[src/rtl/cpu_controller_pkg.sv]
// -----------------------------------------------------------------------------
// cpu_controller_pkg
// Shared definitions for the 8-bit accumulator CPU sequencer:
//   - opcode encodings (same values the ALU decodes)
//   - phase encoding of the eight-phase fetch/execute cycle
//   - datapath strobe bundle produced by the controller decode
//   - is_aluop() helper: opcodes that read an operand and load the accumulator
// Optional feature macro used by the importing files: CPU_CTRL_STEP_EN
// -----------------------------------------------------------------------------
package cpu_controller_pkg;

   localparam logic [2:0] OPCODE_HLT = 3'b000;
   localparam logic [2:0] OPCODE_SKZ = 3'b001;
   localparam logic [2:0] OPCODE_ADD = 3'b010;
   localparam logic [2:0] OPCODE_AND = 3'b011;
   localparam logic [2:0] OPCODE_XOR = 3'b100;
   localparam logic [2:0] OPCODE_LDA = 3'b101;
   localparam logic [2:0] OPCODE_STO = 3'b110;
   localparam logic [2:0] OPCODE_JMP = 3'b111;

   // Encoded in cycle order so the counter advances with a plain +1 and
   // wraps from STORE back to INST_ADDR.
   typedef enum logic [2:0] {
      PH_INST_ADDR  = 3'd0,
      PH_INST_FETCH = 3'd1,
      PH_INST_LOAD  = 3'd2,
      PH_IDLE       = 3'd3,
      PH_OP_ADDR    = 3'd4,
      PH_OP_FETCH   = 3'd5,
      PH_ALU_OP     = 3'd6,
      PH_STORE      = 3'd7
   } phase_e;

   typedef struct packed {
      logic sel;
      logic rd;
      logic ld_ir;
      logic inc_pc;
      logic ld_pc;
      logic ld_ac;
      logic wr;
      logic data_e;
   } strobes_t;

   function automatic logic is_aluop(input logic [2:0] op);
      return (op == OPCODE_ADD) || (op == OPCODE_AND) ||
             (op == OPCODE_XOR) || (op == OPCODE_LDA);
   endfunction

endpackage

[src/rtl/cpu_controller_phase_counter.sv]
// -----------------------------------------------------------------------------
// cpu_phase_counter
// Owns the phase register, the sticky HALTED flag and (optionally) the WAIT
// state used for single-stepping.
// Ports:
//   clk         in   system clock, rising edge
//   rst_n       in   synchronous active-low reset
//   halt_req_i  in   HLT decoded in OP_ADDR; enter HALTED on this edge
//   step_i      in   single-step advance (only with CPU_CTRL_STEP_EN)
//   phase_o     out  current phase
//   halted_o    out  HALTED flag
//   wait_o      out  WAIT state active (always 0 without CPU_CTRL_STEP_EN)
// Macro: CPU_CTRL_STEP_EN adds the step input and the WAIT state after STORE.
// -----------------------------------------------------------------------------
module cpu_phase_counter
   import cpu_controller_pkg::*;
(
   input  logic   clk,
   input  logic   rst_n,
   input  logic   halt_req_i,
`ifdef CPU_CTRL_STEP_EN
   input  logic   step_i,
`endif
   output phase_e phase_o,
   output logic   halted_o,
   output logic   wait_o
);

   phase_e phase_q, phase_d;
   logic   halted_q, halted_d;

`ifdef CPU_CTRL_STEP_EN
   logic   wait_q, wait_d;
`endif

   always_comb begin
      phase_d  = phase_q;
      halted_d = halted_q;
`ifdef CPU_CTRL_STEP_EN
      wait_d   = wait_q;
`endif
      // HALTED freezes everything; only reset leaves it.
      if (!halted_q) begin
         if (halt_req_i) begin
            halted_d = 1'b1;
`ifdef CPU_CTRL_STEP_EN
         end else if (wait_q) begin
            // phase_q already holds INST_ADDR; releasing WAIT resumes there.
            if (step_i) wait_d = 1'b0;
`endif
         end else if (phase_q == PH_STORE) begin
            phase_d = PH_INST_ADDR;
`ifdef CPU_CTRL_STEP_EN
            wait_d  = 1'b1;
`endif
         end else begin
            phase_d = phase_e'(phase_q + 3'd1);
         end
      end
   end

   always_ff @(posedge clk) begin
      if (!rst_n) begin
         phase_q  <= PH_INST_ADDR;
         halted_q <= 1'b0;
`ifdef CPU_CTRL_STEP_EN
         wait_q   <= 1'b0;
`endif
      end else begin
         phase_q  <= phase_d;
         halted_q <= halted_d;
`ifdef CPU_CTRL_STEP_EN
         wait_q   <= wait_d;
`endif
      end
   end

   assign phase_o  = phase_q;
   assign halted_o = halted_q;
`ifdef CPU_CTRL_STEP_EN
   assign wait_o   = wait_q;
`else
   assign wait_o   = 1'b0;
`endif

endmodule

[src/rtl/cpu_controller.sv]
// -----------------------------------------------------------------------------
// cpu_controller
// Instruction sequencer for the 8-bit accumulator CPU. Decodes the registered
// phase, HALTED/WAIT state and the IR opcode into the datapath strobes, and
// counts retired instructions.
// Ports:
//   clk        in   system clock, rising edge
//   rst_n      in   synchronous active-low reset
//   opcode     in   IR opcode, valid from IDLE onward
//   zero       in   accumulator-zero flag, used only in ALU_OP
//   step       in   single-step pulse (only with CPU_CTRL_STEP_EN)
//   sel        out  address mux: 1 = PC, 0 = IR operand
//   rd         out  memory read enable
//   ld_ir      out  load instruction register
//   inc_pc     out  increment PC
//   ld_pc      out  load PC from IR operand
//   ld_ac      out  load accumulator
//   wr         out  memory write strobe
//   data_e     out  drive accumulator onto data bus
//   halt       out  processor halted (sticky)
//   instr_cnt  out  retired-instruction counter, wraps 255 -> 0
// Macro: CPU_CTRL_STEP_EN enables the step port and WAIT phase.
// -----------------------------------------------------------------------------
module cpu_controller
   import cpu_controller_pkg::*;
(
   input  logic       clk,
   input  logic       rst_n,
   input  logic [2:0] opcode,
   input  logic       zero,
`ifdef CPU_CTRL_STEP_EN
   input  logic       step,
`endif
   output logic       sel,
   output logic       rd,
   output logic       ld_ir,
   output logic       inc_pc,
   output logic       ld_pc,
   output logic       ld_ac,
   output logic       wr,
   output logic       data_e,
   output logic       halt,
   output logic [7:0] instr_cnt
);

   phase_e   phase;
   logic     halted;
   logic     waiting;
   logic     halt_req;
   logic     active;
   strobes_t strb;
   logic [7:0] cnt_q, cnt_d;

   assign halt_req = (phase == PH_OP_ADDR) && (opcode == OPCODE_HLT);

   cpu_phase_counter u_phase (
      .clk        (clk),
      .rst_n      (rst_n),
      .halt_req_i (halt_req),
`ifdef CPU_CTRL_STEP_EN
      .step_i     (step),
`endif
      .phase_o    (phase),
      .halted_o   (halted),
      .wait_o     (waiting)
   );

   always_comb begin
      strb = '0;
      unique case (phase)
         PH_INST_ADDR:  strb.sel = 1'b1;
         PH_INST_FETCH: begin
            strb.sel = 1'b1;
            strb.rd  = 1'b1;
         end
         PH_INST_LOAD, PH_IDLE: begin
            strb.sel   = 1'b1;
            strb.rd    = 1'b1;
            strb.ld_ir = 1'b1;
         end
         PH_OP_ADDR:    strb.inc_pc = 1'b1;
         PH_OP_FETCH:   strb.rd = is_aluop(opcode);
         PH_ALU_OP: begin
            strb.rd     = is_aluop(opcode);
            strb.inc_pc = (opcode == OPCODE_SKZ) && zero;
            strb.ld_pc  = (opcode == OPCODE_JMP);
            strb.data_e = (opcode == OPCODE_STO);
         end
         PH_STORE: begin
            strb.rd     = is_aluop(opcode);
            strb.ld_ac  = is_aluop(opcode);
            strb.ld_pc  = (opcode == OPCODE_JMP);
            strb.wr     = (opcode == OPCODE_STO);
            strb.data_e = (opcode == OPCODE_STO);
         end
         default: strb = '0;
      endcase
   end

   // Strobes are killed combinationally while reset is low so that an
   // aborted instruction never issues wr/ld_ac in the reset cycle.
   assign active = rst_n && !halted && !waiting;

   assign sel    = active && strb.sel;
   assign rd     = active && strb.rd;
   assign ld_ir  = active && strb.ld_ir;
   assign inc_pc = active && strb.inc_pc;
   assign ld_pc  = active && strb.ld_pc;
   assign ld_ac  = active && strb.ld_ac;
   assign wr     = active && strb.wr;
   assign data_e = active && strb.data_e;
   assign halt   = rst_n && (halted || (halt_req && !waiting));

   // Retire on leaving STORE; HLT never reaches STORE so it never counts.
   always_comb begin
      cnt_d = cnt_q;
      if (phase == PH_STORE && !halted) cnt_d = cnt_q + 8'd1;
   end

   always_ff @(posedge clk) begin
      if (!rst_n) cnt_q <= 8'd0;
      else        cnt_q <= cnt_d;
   end

   assign instr_cnt = rst_n ? cnt_q : 8'd0;

endmodule

[config.mk]
export PLATFORM = sky130hd
export DESIGN_NAME = cpu_controller
export DESIGN_NICKNAME = d
export VERILOG_FILES = /design/src/rtl/cpu_controller_pkg.sv /design/src/rtl/cpu_controller_phase_counter.sv /design/src/rtl/cpu_controller.sv
export SDC_FILE = /design/constraint.sdc
export NUM_CORES = 1
export LEC_CHECK = 0
export CORE_MARGIN = 3
export CORE_UTILIZATION = 45
export CTS_CLUSTER_DIAMETER = 40
export DETAILED_ROUTE_END_ITERATION = 6
export GPL_ROUTABILITY_DRIVEN = 0
export PLACE_DENSITY = 0.77
export SYNTH_ARGS = -nofsm -noshare
export SYNTH_HDL_FRONTEND = slang
export SYNTH_HIERARCHICAL = 1
export SYNTH_SLANG_ARGS = --single-unit
[constraint.sdc]
create_clock -name clk -period 2 [get_ports clk]
set_input_delay 0.5 -clock clk [delete_from_list [all_inputs] [get_ports clk]]
set_output_delay 0.5 -clock clk [all_outputs]
set_load 0.05 [all_outputs]
==> impl_metrics.yaml <==
critical_path:
  crit_chain: "buf_6, or4b_4, o41a_1, nor2_4, buf_12"
  timing.critical_path.buf_inv: 2
  crit_type: "primary input to primary output"
  critPathRequiredTime_ns: 1.50
  crit_family: "simple AND/OR/NAND/NOR gates"
  critPathMaxFanout: 2
  critPathCaptureType: "primary output"
  crit_slowest_cell: "or4b_4"
  arrival_ns: 1.77
  slowest_delay_ns: 0.54
  crit_path_start_kind: "primary input"
die:
  placementRows: 14
  initial_utilization_pct: 48.9
  num_io_pins: 23
  die_h_um: 46.9
  die_w_um: 46.9
  die_area_mm2: 0.00220
  coreArea_mm2: 0.00154
hold_path:
  worstHoldPathType: "register to register"
route:
  viasPerCell: 6.00
  vias: 894
  dr.pass1.iters: 4
  totalWireLength_mm: 3.14
  ant_nets: 0
  wl_per_cell_um: 21.0
  drt-initial-drc-count: 43
  drc: 0
logic_synthesis:
  ys.flop_type: "dfxtp_1"
  syn-num-nets: 100
  ys_types: 30
  syn_avg_cell_area_um2: 8.28
  synth.yosys.seq_area_share_pct: 31.9
  synth_area_um2: 753
  ys_ff_latch: 12
  yosys_warnings: 6
  syn_inst: 91
  synthArstFlopShare_pct: 0
  synth_edf_count: 0
layout:
  synthToLayoutAreaGrowth_pct: 94.2
  nets: 144
  num_antenna_cells: 0
  drive_above_1_share_pct: 51.1
pwr:
  ir_worst_vdd_mv: 0.467
  power.leakage_uw: 0.000628
  cellPowerDensity_mw_per_mm2: 397
global_routing:
  overflow: 0
  antenna_found_initial: 0
  grt_pass1_vias: 875
  grt_max_degree: 10
  grt_use_total_pct: 30.0
  grt_pass1_wl_mm: 4.42
timing:
  hold_viol: 0
  rsz0062_at_grt: "true"
  period_minus_slack_ns: 2.27
  period_share_pct: 113
  drv_slew: 0
  setup_tns_ns: -0.953
  report.final.setup_viol: 7
  whs_ns: 0.541
  fmax_mhz: 441
  setup_ws_ns: -0.267
  skew_ns: 0.0189
clocking:
  h-tree-depth: 1
  cts-root-buf: "clkbuf_4"
  clockBufferDepth: 2
  clk-insertion-delay-late_ns: 0.28
  cts_tree: "built"
  cts_made_buffers: 3
  clock_sinks: 12
  cts.clk_slew.worst_paths_ns: 0.06
outcome:
  outcome: "finished, violations left"
  violations: "setup timing"
place:
  numPortBuffers: 22
  dpl.hpwl_mm: 1.64
run:
  maxCapViolCount: 0
==> cell families (layout without fill, tap and decap cells) <==
kind of cell	after synthesis	count (layout)	share of synthesized area, %
AND/OR/NAND/NOR	47	47	37.5
XOR/XNOR	2	2	2.33
flip-flops	12	12	31.9
buffers and inverters	9	51	4.98
multiplexers	6	6	8.80
other	1	1	0.498
adder cells (fa/ha/maj)	3	3	4.98
AO/OA/AOI/OAI	11	11	8.97
==> per-stage QoR <==
| stage | cell area [um^2] | instances | power (uW) | worst slack, ns | utilization (%) |
|---|---|---|---|---|---|
| 3_5_place_dp | 1330 | 144 | 387 | -0.550 | 86.0 |
| 2_1_floorplan | 798 | 91 | 319 | -0.477 | - |
| 3_3_place_gp | 1330 | 144 | 382 | -0.531 | 86.0 |
| 4_1_cts | 1450 | 149 | 552 | -0.316 | 94.3 |
| 6_report | 1460 | 149 | 580 | -0.267 | 94.9 |
| 5_1_grt | 1460 | 149 | 594 | -0.291 | 94.9 |
==> registers in the layout, summed over array words and instances (netlist names) <==
register	flops
cnt_q	8
u_phase/halted_o	1
u_phase/phase_o	3
==> cell type report <==
type                    count  area (um^2)
clock buffers               3         22.5
flip-flops and latches     12          244
multi-input cells          70          594
repair buffers             41          556
well taps                  16         20.0
inverters                   7         26.3
fillers                    44         78.8
==> repair_timing <==
| action | 4_1_cts | 5_1_grt |
|---|---|---|
| buffers inserted | 2 | 3 |
| pin swaps | 11 | 5 |
| gates resized for setup | 29 | 9 |
| endpoints found under the hold margin | 0 | 0 |
| hold buffers | 0 | 0 |
| setup endpoints to repair | 14 | 9 |
==> synth_stat cells (all sizes together) (3+ instances only) <==
library cell	instances	area (um^2)
a21oi	4	20.0
and2	9	57.6
nor3	5	25.0
ha	3	37.5
dfxtp	12	240
mux2	5	56.3
nor4	4	46.3
nor2	14	52.6
o21ai	4	20.0
inv	7	26.3
nand2	6	22.5
==> metal layers <==
layer | up-vias | GRT usage (%) | share of wire, %
met5 | - | 0 | 0
met4 | 0 | 18.2 | 5.1
met3 | 19 | 8.81 | 6.4
met2 | 53 | 51.2 | 51
met1 | 422 | 32.4 | 38
li1 | 400 | - | -
==> layout by cell type, fill, tap and decap left out, types with 2 or more instances in the layout <==
cell	n
a21oi_1	4
and2_1	7
and2_4	2
buf_12	18
buf_4	13
buf_6	7
clkbuf_2	2
clkbuf_4	3
dfxtp_1	9
dfxtp_2	3
ha_1	3
inv_1	7
mux2_2	5
nand2_1	5
nor2_1	12
nor2_4	2
nor3_1	5
nor4_4	3
o21ai_0	4
==> worst paths after layout <==
| path | start | to | slack [ns] | cells after the start |
|---|---|---|---|---|
| setup / recovery | opcode[0] | halt | -0.27 | 5 |
| hold / removal | cnt_q[2] | cnt_q[2] | 0.54 | 2 |
| setup reg to reg | u_phase/phase_o[1] | cnt_q[5] | 0.26 | 5 |
| hold reg to reg | cnt_q[2] | cnt_q[2] | 0.54 | 2 |
==> report_power, final <==
part / leakage [uW] / switching [uW] / total (uW) / internal (uW)
logic: 0.000516 / 94.8 / 173 / 78.5
clock network: 0.0000138 / 84.1 / 154 / 69.8
registers: 0.0000984 / 6.90 / 253 / 246
==> worst register-to-register path: stages, from the launching register on <==
cell	delay [ns]
dfxtp_1	0.38
buf_4	0.20
nand4b_4	0.15
buf_4	0.20
nor3_1	0.33
mux2_2	0.39
Note: power is estimated with default switching activity, not from simulation.
==> variant: new RTL, same settings <==
The option `CPU_CTRL_STEP_EN` is turned on by a define.
--- a/src/rtl/cpu_controller_phase_counter.sv
+++ b/src/rtl/cpu_controller_phase_counter.sv
@@ -12,6 +12,8 @@
 //   wait_o      out  WAIT state active (always 0 without CPU_CTRL_STEP_EN)
 // Macro: CPU_CTRL_STEP_EN adds the step input and the WAIT state after STORE.
 // -----------------------------------------------------------------------------
+`define CPU_CTRL_STEP_EN
+
 module cpu_phase_counter
    import cpu_controller_pkg::*;
 (
Ports: changed (added step); port bits go from 23 to 24. The function was not compared with the original's and may differ.
==> variant against the unedited design <==
  * Critical path depth decreased by 1
  * Critical path type is now reg -> out
  * Clock power increased by 10%
  * Register-to-register slack got worse by 40 ps
  * Power rose by 13%
  * First-iteration DRC count increased by 21%
  * Synthesized area grew 6.6%
  * Synthesized cell count rose by 2.2%
  * Final area increased by 5.7%
  * Wire length increased by 19%
  * Clock skew is 18 ps lower
  * Global-route usage up 1.7 points
  * Worst setup slack got worse by 46 ps
  * Non-clock buffer count rose by 2
  * The run still ends with setup timing left
  * Sequential cell count grew 1
==> variant: results (changes against the unedited design) <==
metric	value	unit	change
top cells by area, synth	dfxtp_1, mux2_2, and2_1		was dfxtp_1, mux2_2, nor2_1
DR vias	1003		was 894
length of routed met3 wiring	313	um	was 200 um
buffers inserted during post-CTS setup optimization	1		was 2
storage element area	265.3	um^2	was 244.0 um^2
XOR/XNOR share of the synthesized area	2.181	%	was 2.326%
buffers added on ports	23		was 22
critical path's largest stage delay	560	ps	was 540 ps
result of the run	finished with violations		unchanged
met1 Usage GRT	36.08	%	was 32.40%
global routing met2 resource utilization	53.13	%	was 51.22%
area fraction in compound gates after synthesis	6.854	%	was 8.970%
vias in the first global route	981		was 875
R2R depth	6		was 5
least setup slack across all paths after layout	-313.2	ps	was -267.3 ps
met2 routed wirelength	1.869	mm	was 1.596 mm
filler cell count	29		was 44
final hold slack	606.4	ps	was 540.8 ps
non-filler instance count after layout	162		was 149
average wire per standard cell	23.12	um	was 21.04 um
Pleak	0.6754	nW	was 0.6279 nW
number of distinct library cells after synthesis	33		was 30
failing checks	setup timing		unchanged
Setup-failing EPs final	9		was 7
All-Layer GR Usage	31.73	%	was 30.00%
placed standard-cell area	1366	um^2	was 1325 um^2
fraction of final layout cells sized beyond drive strength 1	52.90	%	was 51.13%
routed metal-1 wire length	1.378	mm	was 1.179 mm
Synth Net Count	103		was 100
post-route clock skew	1.384	ps	was 18.91 ps
==> variant: cell types whose count changed in the layout (fill, tap and decap cells not counted), moves of 2 or more <==
cell / change
buf_2: +4
nand2_1: +4
nor2_1: -4
a21oi_1: -3
mux2i_1: +3
o21ai_0: -3
buf_12: -2
clkbuf_2: -2
nor2_2: +2
==> variant: cell type report <==
| class | instances | area share (%) |
|---|---|---|
| clock buffers | 4 | 1.699 |
| inverters | 6 | 1.456 |
| multi-input cells | 72 | 41.26 |
| flip-flops and latches | 13 | 17.15 |
| well taps | 24 | 1.942 |
| repair buffers | 43 | 36.49 |
==> variant: power groups by stage <==
stage	Combinational, mW	Clock (mW)	Sequential [mW]
4_1_cts	0.184	0.164	0.271
2_1_floorplan	0.0683	0	0.284
3_3_place_gp	0.154	0	0.276
3_5_place_dp	0.159	0	0.276
5_1_grt	0.223	0.182	0.274
6_report	0.213	0.170	0.274
